--- src/rtl/pipeline_ctrl_pkg.sv ---
// Shared pipeline-control definitions: MDU sequencing states, the
// hardwired zero register number and default sizing constants.
package pipeline_ctrl_pkg;

  // MDU occupancy as seen by the decode phase
  typedef enum logic {
    RUN      = 1'b0,
    MDU_BUSY = 1'b1
  } mdu_state_t;

  // $zero never carries a real dependency
  localparam logic [4:0] REG_ZERO = 5'd0;

  // Cycles the HI/LO unit stays occupied after its launch cycle
  localparam int MDU_LATENCY_DEFAULT = 4;

  // Default width of the stall performance counter
  localparam int STALL_CNT_W_DEFAULT = 16;

  // True when a source field is actually read and names the given register
  function automatic logic src_hits(input logic       uses,
                                    input logic [4:0] src,
                                    input logic [4:0] dst);
    return uses && (src == dst);
  endfunction

endpackage

--- src/rtl/hazard_sequencer_if.sv ---
// Decode-side control bundle: ID/EX hazard inputs and the PC, IF/ID,
// ID/EX and MDU control outputs of the hazard sequencer.
interface hazard_sequencer_if #(
  parameter int CNT_W = 16
);
  logic             id_valid;
  logic [4:0]       id_rs;
  logic [4:0]       id_rt;
  logic             id_uses_rs;
  logic             id_uses_rt;
  logic             id_is_mdu;
  logic             id_reads_hilo;
  logic             ex_MemRead;
  logic [4:0]       ex_rt;
  logic             ex_branch_taken;

  logic             PCWrite;
  logic             IFID_Write;
  logic             IFID_Flush;
  logic             IDEX_Bubble;
  logic             mdu_start;
  logic             mdu_busy;
  logic [CNT_W-1:0] stall_count;

  // Pipeline side: presents decode/execute status, consumes control
  modport master (
    output id_valid, id_rs, id_rt, id_uses_rs, id_uses_rt,
           id_is_mdu, id_reads_hilo, ex_MemRead, ex_rt, ex_branch_taken,
    input  PCWrite, IFID_Write, IFID_Flush, IDEX_Bubble,
           mdu_start, mdu_busy, stall_count
  );

  // Sequencer side
  modport slave (
    input  id_valid, id_rs, id_rt, id_uses_rs, id_uses_rt,
           id_is_mdu, id_reads_hilo, ex_MemRead, ex_rt, ex_branch_taken,
    output PCWrite, IFID_Write, IFID_Flush, IDEX_Bubble,
           mdu_start, mdu_busy, stall_count
  );

endinterface

--- src/rtl/mdu_occupancy_counter.sv ---
// Tracks how long the multi-cycle HI/LO unit remains occupied after a
// launch. busy_o is high for exactly MDU_LATENCY cycles starting the cycle
// after start_i; done_o marks the final busy cycle.
module mdu_occupancy_counter #(
  parameter int MDU_LATENCY = 4
) (
  input  logic Clk,
  input  logic Reset,
  input  logic start_i,
  output logic busy_o,
  output logic done_o
);

  // Wide enough to hold MDU_LATENCY-1, never narrower than one bit
  localparam int CW = (MDU_LATENCY > 1) ? $clog2(MDU_LATENCY) : 1;
  localparam logic [CW-1:0] CNT_LOAD = CW'(MDU_LATENCY - 1);

  logic [CW-1:0] mdu_cnt_q;
  logic          busy_q;

  // Load on launch, count down while occupied, release after reaching zero
  always_ff @(posedge Clk or negedge Reset) begin
    if (!Reset) begin
      mdu_cnt_q <= '0;
      busy_q    <= 1'b0;
    end else if (start_i) begin
      mdu_cnt_q <= CNT_LOAD;
      busy_q    <= 1'b1;
    end else if (busy_q) begin
      if (mdu_cnt_q == '0) begin
        busy_q <= 1'b0;
      end else begin
        mdu_cnt_q <= mdu_cnt_q - CW'(1);
      end
    end
  end

  assign busy_o = busy_q;
  assign done_o = busy_q && (mdu_cnt_q == '0);

endmodule

--- src/rtl/hazard_sequencer.sv ---
// Decode-phase hazard control: load-use stalls, taken-branch flushes and
// HI/LO unit sequencing, plus a saturating stall-cycle counter.
module hazard_sequencer
  import pipeline_ctrl_pkg::*;
#(
  parameter int MDU_LATENCY = MDU_LATENCY_DEFAULT,
  parameter int CNT_W       = STALL_CNT_W_DEFAULT
) (
  input  logic               Clk,
  input  logic               Reset,
  hazard_sequencer_if.slave  bus
);

  mdu_state_t       state_q;
  logic [CNT_W-1:0] stall_count_q;
  logic [CNT_W-1:0] stall_count_d;

  logic load_use;
  logic mdu_dep;
  logic flush;
  logic stall;
  logic start;
  logic mdu_done;
  logic mdu_busy;

  mdu_occupancy_counter #(
    .MDU_LATENCY (MDU_LATENCY)
  ) u_mdu_cnt (
    .Clk     (Clk),
    .Reset   (Reset),
    .start_i (start),
    .busy_o  (mdu_busy),
    .done_o  (mdu_done)
  );

  // Hazard detection and priority: flush beats stall; everything is
  // masked while reset is held so the outputs sit at their idle values
  always_comb begin
    load_use = Reset && bus.id_valid && bus.ex_MemRead &&
               (bus.ex_rt != REG_ZERO) &&
               (src_hits(bus.id_uses_rs, bus.id_rs, bus.ex_rt) ||
                src_hits(bus.id_uses_rt, bus.id_rt, bus.ex_rt));
    mdu_dep  = Reset && bus.id_valid &&
               (bus.id_is_mdu || bus.id_reads_hilo) &&
               (state_q == MDU_BUSY);
    flush    = Reset && bus.ex_branch_taken;
    stall    = (load_use || mdu_dep) && !flush;
    start    = Reset && (state_q == RUN) && bus.id_valid && bus.id_is_mdu &&
               !stall && !flush;
  end

  assign bus.PCWrite     = !stall;
  assign bus.IFID_Write  = !stall;
  assign bus.IFID_Flush  = flush;
  assign bus.IDEX_Bubble = flush || stall;
  assign bus.mdu_start   = start;
  assign bus.mdu_busy    = mdu_busy;
  assign bus.stall_count = stall_count_q;

  // MDU sequencing: a launch occupies the unit until the counter finishes;
  // a taken branch does not cancel an operation already issued
  always_ff @(posedge Clk or negedge Reset) begin
    if (!Reset) begin
      state_q <= RUN;
    end else begin
      case (state_q)
        RUN:      if (start)    state_q <= MDU_BUSY;
        MDU_BUSY: if (mdu_done) state_q <= RUN;
        default:                state_q <= RUN;
      endcase
    end
  end

  // Stall counter next value, holding once all ones is reached
  always_comb begin
    stall_count_d = stall_count_q;
    if (stall && !(&stall_count_q)) begin
      stall_count_d = stall_count_q + CNT_W'(1);
    end
  end

  // Stall counter register
  always_ff @(posedge Clk or negedge Reset) begin
    if (!Reset) begin
      stall_count_q <= '0;
    end else begin
      stall_count_q <= stall_count_d;
    end
  end

endmodule

--- src/flat_wrapper.sv ---
// flat-port wrapper written by rule: the top's interface ports become plain ports
module hazard_sequencer_flat import pipeline_ctrl_pkg::*;
#(
  parameter int MDU_LATENCY = MDU_LATENCY_DEFAULT,
  parameter int CNT_W       = STALL_CNT_W_DEFAULT
)
  (Clk, Reset, bus_id_valid, bus_id_rs, bus_id_rt, bus_id_uses_rs, bus_id_uses_rt, bus_id_is_mdu, bus_id_reads_hilo, bus_ex_MemRead, bus_ex_rt, bus_ex_branch_taken, bus_PCWrite, bus_IFID_Write, bus_IFID_Flush, bus_IDEX_Bubble, bus_mdu_start, bus_mdu_busy, bus_stall_count);
  hazard_sequencer_if #(.CNT_W(CNT_W)) bus_i ();
  input  logic Clk;
  input  logic Reset;
  input wire logic [$bits(bus_i.id_valid)-1:0] bus_id_valid;
  input wire logic [$bits(bus_i.id_rs)-1:0] bus_id_rs;
  input wire logic [$bits(bus_i.id_rt)-1:0] bus_id_rt;
  input wire logic [$bits(bus_i.id_uses_rs)-1:0] bus_id_uses_rs;
  input wire logic [$bits(bus_i.id_uses_rt)-1:0] bus_id_uses_rt;
  input wire logic [$bits(bus_i.id_is_mdu)-1:0] bus_id_is_mdu;
  input wire logic [$bits(bus_i.id_reads_hilo)-1:0] bus_id_reads_hilo;
  input wire logic [$bits(bus_i.ex_MemRead)-1:0] bus_ex_MemRead;
  input wire logic [$bits(bus_i.ex_rt)-1:0] bus_ex_rt;
  input wire logic [$bits(bus_i.ex_branch_taken)-1:0] bus_ex_branch_taken;
  output wire logic [$bits(bus_i.PCWrite)-1:0] bus_PCWrite;
  output wire logic [$bits(bus_i.IFID_Write)-1:0] bus_IFID_Write;
  output wire logic [$bits(bus_i.IFID_Flush)-1:0] bus_IFID_Flush;
  output wire logic [$bits(bus_i.IDEX_Bubble)-1:0] bus_IDEX_Bubble;
  output wire logic [$bits(bus_i.mdu_start)-1:0] bus_mdu_start;
  output wire logic [$bits(bus_i.mdu_busy)-1:0] bus_mdu_busy;
  output wire logic [$bits(bus_i.stall_count)-1:0] bus_stall_count;
  assign bus_i.id_valid = bus_id_valid;
  assign bus_i.id_rs = bus_id_rs;
  assign bus_i.id_rt = bus_id_rt;
  assign bus_i.id_uses_rs = bus_id_uses_rs;
  assign bus_i.id_uses_rt = bus_id_uses_rt;
  assign bus_i.id_is_mdu = bus_id_is_mdu;
  assign bus_i.id_reads_hilo = bus_id_reads_hilo;
  assign bus_i.ex_MemRead = bus_ex_MemRead;
  assign bus_i.ex_rt = bus_ex_rt;
  assign bus_i.ex_branch_taken = bus_ex_branch_taken;
  assign bus_PCWrite = bus_i.PCWrite;
  assign bus_IFID_Write = bus_i.IFID_Write;
  assign bus_IFID_Flush = bus_i.IFID_Flush;
  assign bus_IDEX_Bubble = bus_i.IDEX_Bubble;
  assign bus_mdu_start = bus_i.mdu_start;
  assign bus_mdu_busy = bus_i.mdu_busy;
  assign bus_stall_count = bus_i.stall_count;
  hazard_sequencer #(.MDU_LATENCY(MDU_LATENCY), .CNT_W(CNT_W)) u_core (.Clk(Clk), .Reset(Reset), .bus(bus_i));
endmodule
--- config.mk ---
export PLATFORM = sky130hd
export DESIGN_NAME = hazard_sequencer_flat
export DESIGN_NICKNAME = d
export VERILOG_FILES = /design/src/rtl/pipeline_ctrl_pkg.sv /design/src/rtl/hazard_sequencer_if.sv /design/src/rtl/mdu_occupancy_counter.sv /design/src/rtl/hazard_sequencer.sv /design/src/flat_wrapper.sv
export SDC_FILE = /design/constraint.sdc
export NUM_CORES = 1
export LEC_CHECK = 0
export CORE_ASPECT_RATIO = 0.9
export CORE_UTILIZATION = 47
export DETAILED_ROUTE_END_ITERATION = 16
export PLACE_DENSITY = 0.95
export SLEW_MARGIN = 25
export SYNTH_ARGS = -nofsm -noshare
export SYNTH_HDL_FRONTEND = slang
export SYNTH_SLANG_ARGS = --single-unit
--- constraint.sdc ---
create_clock -name Clk -period 4.92 [get_ports Clk]
set_input_delay 0.984 -clock Clk [delete_from_list [all_inputs] [get_ports Clk]]
set_output_delay 0.984 -clock Clk [all_outputs]
set_load 0.02 [all_outputs]
Word level (Yosys, flattened, before mapping)
Index checks and enable logic that the tools add are counted.

Register bits: 20. Input port bits: 24. Output and inout bits: 22. Word-level logic and storage cells: 48.

Add/subtract/negate cells: 2. Equal/unequal tests: 3. Multiplexer cells: 9. Bitwise operators: 1. Reductions and logical operators: 29.

Operators with widths (number): $logic_and 1x1->1 (17); $add 16x1->16 const B (1); $reduce_and 16->1 (1); $eq 5x5->1 (2); $mux 2 (3); $mux 1 (5); $reduce_bool 5->1 (1); $logic_or 1x1->1 (4); $logic_not 1->1 (3); $logic_not 2->1 (1); $ne 2x2->1 const B (1); $pmux 1 s2 (1); $reduce_and 2->1 (1); $reduce_bool 2->1 (1); $sub 2x1->2 const B (1); $not 1->1 (1).

Logic depth before layout (Yosys ltp)
Depth after elaboration: 11. Gate-level depth with buffers: 9. Gate-level depth less buffers: 7.

Modules after synthesis
Synthesis repeated with hierarchy kept, for this count alone.

Cells, all modules: 118. Area total of the unflattened synthesis: 1179.9 µm².

Modules (own cells, without submodules): hazard_sequencer (times used 1, cells each 103, area each 1017.2 µm², sequential area each 425.4 µm²); mdu_occupancy_counter (times used 1, cells each 15, area each 162.7 µm², sequential area each 75.1 µm²).

Worst setup path before layout
Ideal clock, no wire load.

Path type: input -> output. Start point: input bus_id_is_mdu. End point: output bus_PCWrite. Arrival time: 1985 ps. Data required time: 3936 ps. Slack: 1951 ps. Cell stages on the path: 5. Path buffers: 2. Path through: o2111a_1 and2_2 a31oi_4 buf_6 buf_4.

Cells in the longest elaborated chain, start to end: 6.

RTL lines: start: declaration (line flat_wrapper.sv:16) `input wire logic [$bits(bus_i.id_is_mdu)-1:0] bus_id_is_mdu;`; $logic_or 1x1->1 (line hazard_sequencer.sv:44) `(bus.id_is_mdu || bus.id_reads_hilo) &&`; $logic_and 1x1->1 (line hazard_sequencer.sv:43) `mdu_dep = Reset && bus.id_valid &&`; $logic_and 1x1->1 (line hazard_sequencer.sv:44); $logic_or 1x1->1 (line hazard_sequencer.sv:47) `stall = (load_use || mdu_dep) && !flush;`; $logic_and 1x1->1 (line hazard_sequencer.sv:47); $logic_not 1->1; end: declaration (line flat_wrapper.sv:21) `output wire logic [$bits(bus_i.PCWrite)-1:0] bus_PCWrite;`.

Every way passes these cells.

Worst setup path after layout
Start point: input Reset. End point: output bus_IFID_Write.

Cells in the longest elaborated chain, start to end: 7. Elaborated cells on any way between the ends: 11. Classes of those cells: reduce/logical: 11.

RTL lines: start: declaration (line flat_wrapper.sv:10) `input logic Reset;`; $logic_and 1x1->1 (line hazard_sequencer.sv:39, hazard_sequencer.sv:43); $logic_and 1x1->1 (2 in series) (line hazard_sequencer.sv:39) `load_use = Reset && bus.id_valid && bus.ex_MemRead &&`; $logic_and 1x1->1 (line hazard_sequencer.sv:40) `(bus.ex_rt != REG_ZERO) &&`; $logic_or 1x1->1 (line hazard_sequencer.sv:47); $logic_and 1x1->1 (*) (line hazard_sequencer.sv:47); $logic_not 1->1 (*) (line hazard_sequencer.sv:53) `assign bus.IFID_Write = !stall;`; end: declaration (line flat_wrapper.sv:22) `output wire logic [$bits(bus_i.IFID_Write)-1:0] bus_IFID_Write;`.

Mark *: on every way between the ends. The rest lies on a longest branch, timed or not.

==> summary.txt <==
Outcome
  • Status: completed

Setup path
  • Worst path required time: 3.94 ns
  • Max FO, Critical Path: 17
  • FF-to-FF Start: u_core.bus.stall_count[0]$_DFFE_PN0P_
  • Arr. time, crit path: 3.15 ns
  • Setup crit end kind: output pin
  • Worst r2r path cells: 7
  • CP Capture Point: bus_IFID_Write
  • Reg-to-reg endpoint: u_core.bus.stall_count[1]$_DFFE_PN0P_
  • Crit path from: Reset
  • Worst R2R Setup Slack: 2.73 ns
  • CP Class: primary input to output pin
  • Setup crit start kind: primary input

Floorplanning
  • # IOs: 46
  • Core area: 0.00245 sq mm
  • Chip height: 50.0 um
  • Die width: 55.4 um
  • Initial Util: 49.3%
  • Die area: 0.00277 sq mm
  • Num rows: 17

Clocking
  • # Post-CTS Setup Buffers: 0
  • # resized after CTS: 0
  • Clock transition at the registers of the reported paths: 0.12 ns
  • Num CTS Buffers: 3
  • CTS tree: built
  • H-tree depth: 1
  • Latest clock arrival within the worst-skew pair: 0.30 ns
  • Clk buf depth: 2
  • CTS sink cnt: 20
  • Root Buffer: clkbuf_4
  • Hold buffers post-CTS: 0

Logic synthesis
  • Register area share after synthesis: 41.5%
  • Distinct cells, synth: 28
  • Largest family of logic cells by synthesized area: simple AND/OR/NAND/NOR gates
  • Post-synth EDFFs: 0
  • Yosys top cell by area: dfrtp_1
  • Top-area cell type share of the netlist area: 41.5%
  • Main synth FF type: dfrtp_1
  • Mux cell area share after synthesis: 1.87%
  • Fraction of synthesized cell area in xor and xnor cells: 18.2%
  • Post-synth ARST share: 100%
  • Cell with the most instances after synthesis: dfrtp_1
  • Post-Syn Area: 0.00120 sq mm
  • Post-synth top cells: dfrtp_1 (20), nand2_1 (16), xor2_1 (14), xnor2_1 (11)
  • Compound-Gate Fraction of Synth Area: 5.19%
  • Area contributors post-synth: dfrtp_1 (42%), xor2_1 (10%), xnor2_1 (8.0%)
  • Post-synthesis sequential element count: 20
  • Avg Cell Area, Syn: 10.2 sq um
  • Post-synthesis simple-gate area fraction: 26.5%
  • Post-Synth Adder-Cell Area: 2.08%
  • Syn nets: 144
  • Mapped Cells: 118
  • Yosys synthesis warning count: 0

STA
  • Final Hold Fails: 0
  • Relative slew slack: 58.0%
  • Worst Skew: 0.0112 ns
  • RSZ-0062 raised after global routing: no
  • Fin. max-slew vios: 0
  • Setup TNS Final: 0 ns
  • Fmax: 242 MHz
  • Part of the cycle the worst path needs: 84.0%
  • Worst-Margin Slew: 0.630 ns
  • Final setup viols: 0
  • Final min period: 4.13 ns

Final layout
  • Finished Cell Area: 0.00170 sq mm
  • Share of cells above drive strength 1: 8.48%
  • Nets: 192
  • Area growth, synth to finish: 41.1%
  • Fillers: 204
  • Utilization after layout: 69.5%
  • Antenna diodes: 0

Detailed routing
  • DR WL/cell: 15.0 um
  • 1st-iter DRT viols: 24
  • DR vias/cell: 5.49
  • Routed Antenna Nets: 0
  • Via count: 1,059
  • Drt first pass iters: 4
  • DR DRC count: 0
  • Final wirelength: 2.89 mm

Placed design
  • DP Area: 0.00166 sq mm
  • Port Buf Inserts: 45
  • Routability cong.: 0.783
  • Final HPWL DP: 2.30 mm

Power and ir drop
  • Power per cell area: 303 mW/mm^2
  • Leakage: 0.759 nW
  • Worst vdd ir: 0.293 mV

Flow run
  • Max Cap Violations: 0

Global routing
  • Gr usage total: 22.7%
  • GRT overflow: 0
  • Largest net degree at the start of global routing: 18
  • First-pass GRT wire length: 4.86 mm
  • Vias in the first global route: 1,072
  • Initial antenna violation count: 0

Min path
  • Hold Path Class: flop to flop
  • Hold Path Stages: 1
## registers in the layout, indices dropped and copies added, names as in the netlist
signal	flops
u_core.u_mdu_cnt.busy_o	1
u_core.bus.stall_count	16
u_core.u_mdu_cnt.mdu_cnt_q	2
u_core.state_q	1
## layout make-up
type	instances	area, sq um	area share [%]
tap	28	35.0	2.06
clock buffer	4	36.3	2.13
timing repair buffer	47	465	27.4
inverter	4	15.0	0.883
multi-input combinational	90	648	38.1
sequential	20	500	29.4
## how the worst min path moves through the flow
stage / from / endpoint / slack (ns)
after detailed placement: u_core.bus.stall_count[15]$_DFFE_PN0P_ / u_core.bus.stall_count[15]$_DFFE_PN0P_ / 0.48
after global routing: u_core.bus.stall_count[14]$_DFFE_PN0P_ / u_core.bus.stall_count[14]$_DFFE_PN0P_ / 0.51
after CTS: u_core.bus.stall_count[15]$_DFFE_PN0P_ / u_core.bus.stall_count[15]$_DFFE_PN0P_ / 0.50
final: u_core.bus.stall_count[14]$_DFFE_PN0P_ / u_core.bus.stall_count[14]$_DFFE_PN0P_ / 0.49
after global placement: u_core.state_q$_DFF_PN0_ / u_core.state_q$_DFF_PN0_ / 0.48
after floorplan: u_core.state_q$_DFF_PN0_ / u_core.state_q$_DFF_PN0_ / 0.46
## through the flow
| stage | power [W] | setup WS [ns] | hold slack, ns | instances |
|---|---|---|---|---|
| final | 0.000515 | 0.789 | 0.495 | 193 |
| after global routing | 0.000549 | 0.623 | 0.509 | 193 |
| after detailed placement | 0.000424 | 0.769 | 0.478 | 189 |
| after CTS | 0.000521 | 0.770 | 0.497 | 193 |
| after floorplan | 0.000331 | 1.95 | 0.460 | 118 |
| after global placement | 0.000408 | 0.858 | 0.478 | 189 |
## where the power goes
part / internal (W) / switching [W]
combinational: 0.000100 / 0.0000950
clock: 0.0000452 / 0.0000499
sequential: 0.000196 / 0.0000285
total: 0.000342 / 0.000173
## cell usage in the layout (no fill, tap or decap), drive strengths merged, types with 3 or more instances in the layout
master         Yosys  routed
and3               3       3
clkbuf             0       4
clkdlybuf4s50      0      45
dfrtp             20      20
inv                4       4
nand2             16      16
nand3              6       6
nand4              5       5
nor2               7       7
nor3               7       7
nor4               3       3
nor4b              3       3
xnor2             11      11
xor2              14      14
## cells by family (layout without fill, tap and decap cells)
| group | after synthesis | in the layout |
|---|---|---|
| xor gates and xnor gates | 25 | 25 |
| muxes | 2 | 2 |
| and+or+nand+nor | 55 | 55 |
| adders and majority gates | 2 | 2 |
| AOI/OAI and AO/OA | 6 | 6 |
| DFF | 20 | 20 |
| buffers and inverters | 8 | 55 |
## routing by layer
layer	wire length [um]	GRT usage (%)	vias up
met2	1550	42.0	36
met3	144	7.09	4
li1	-	-	502
met4	34	5.00	0
met1	1160	25.6	517
met5	0	0	-
## critical path, cell delays in order
cell             delay [ns]
clkdlybuf4s50_1        0.69
nand2_1                0.22
and2_2                 0.24
a31oi_4                0.12
buf_4                  0.25
clkdlybuf4s50_1        0.64
Note: power is estimated with default switching activity, not from simulation.
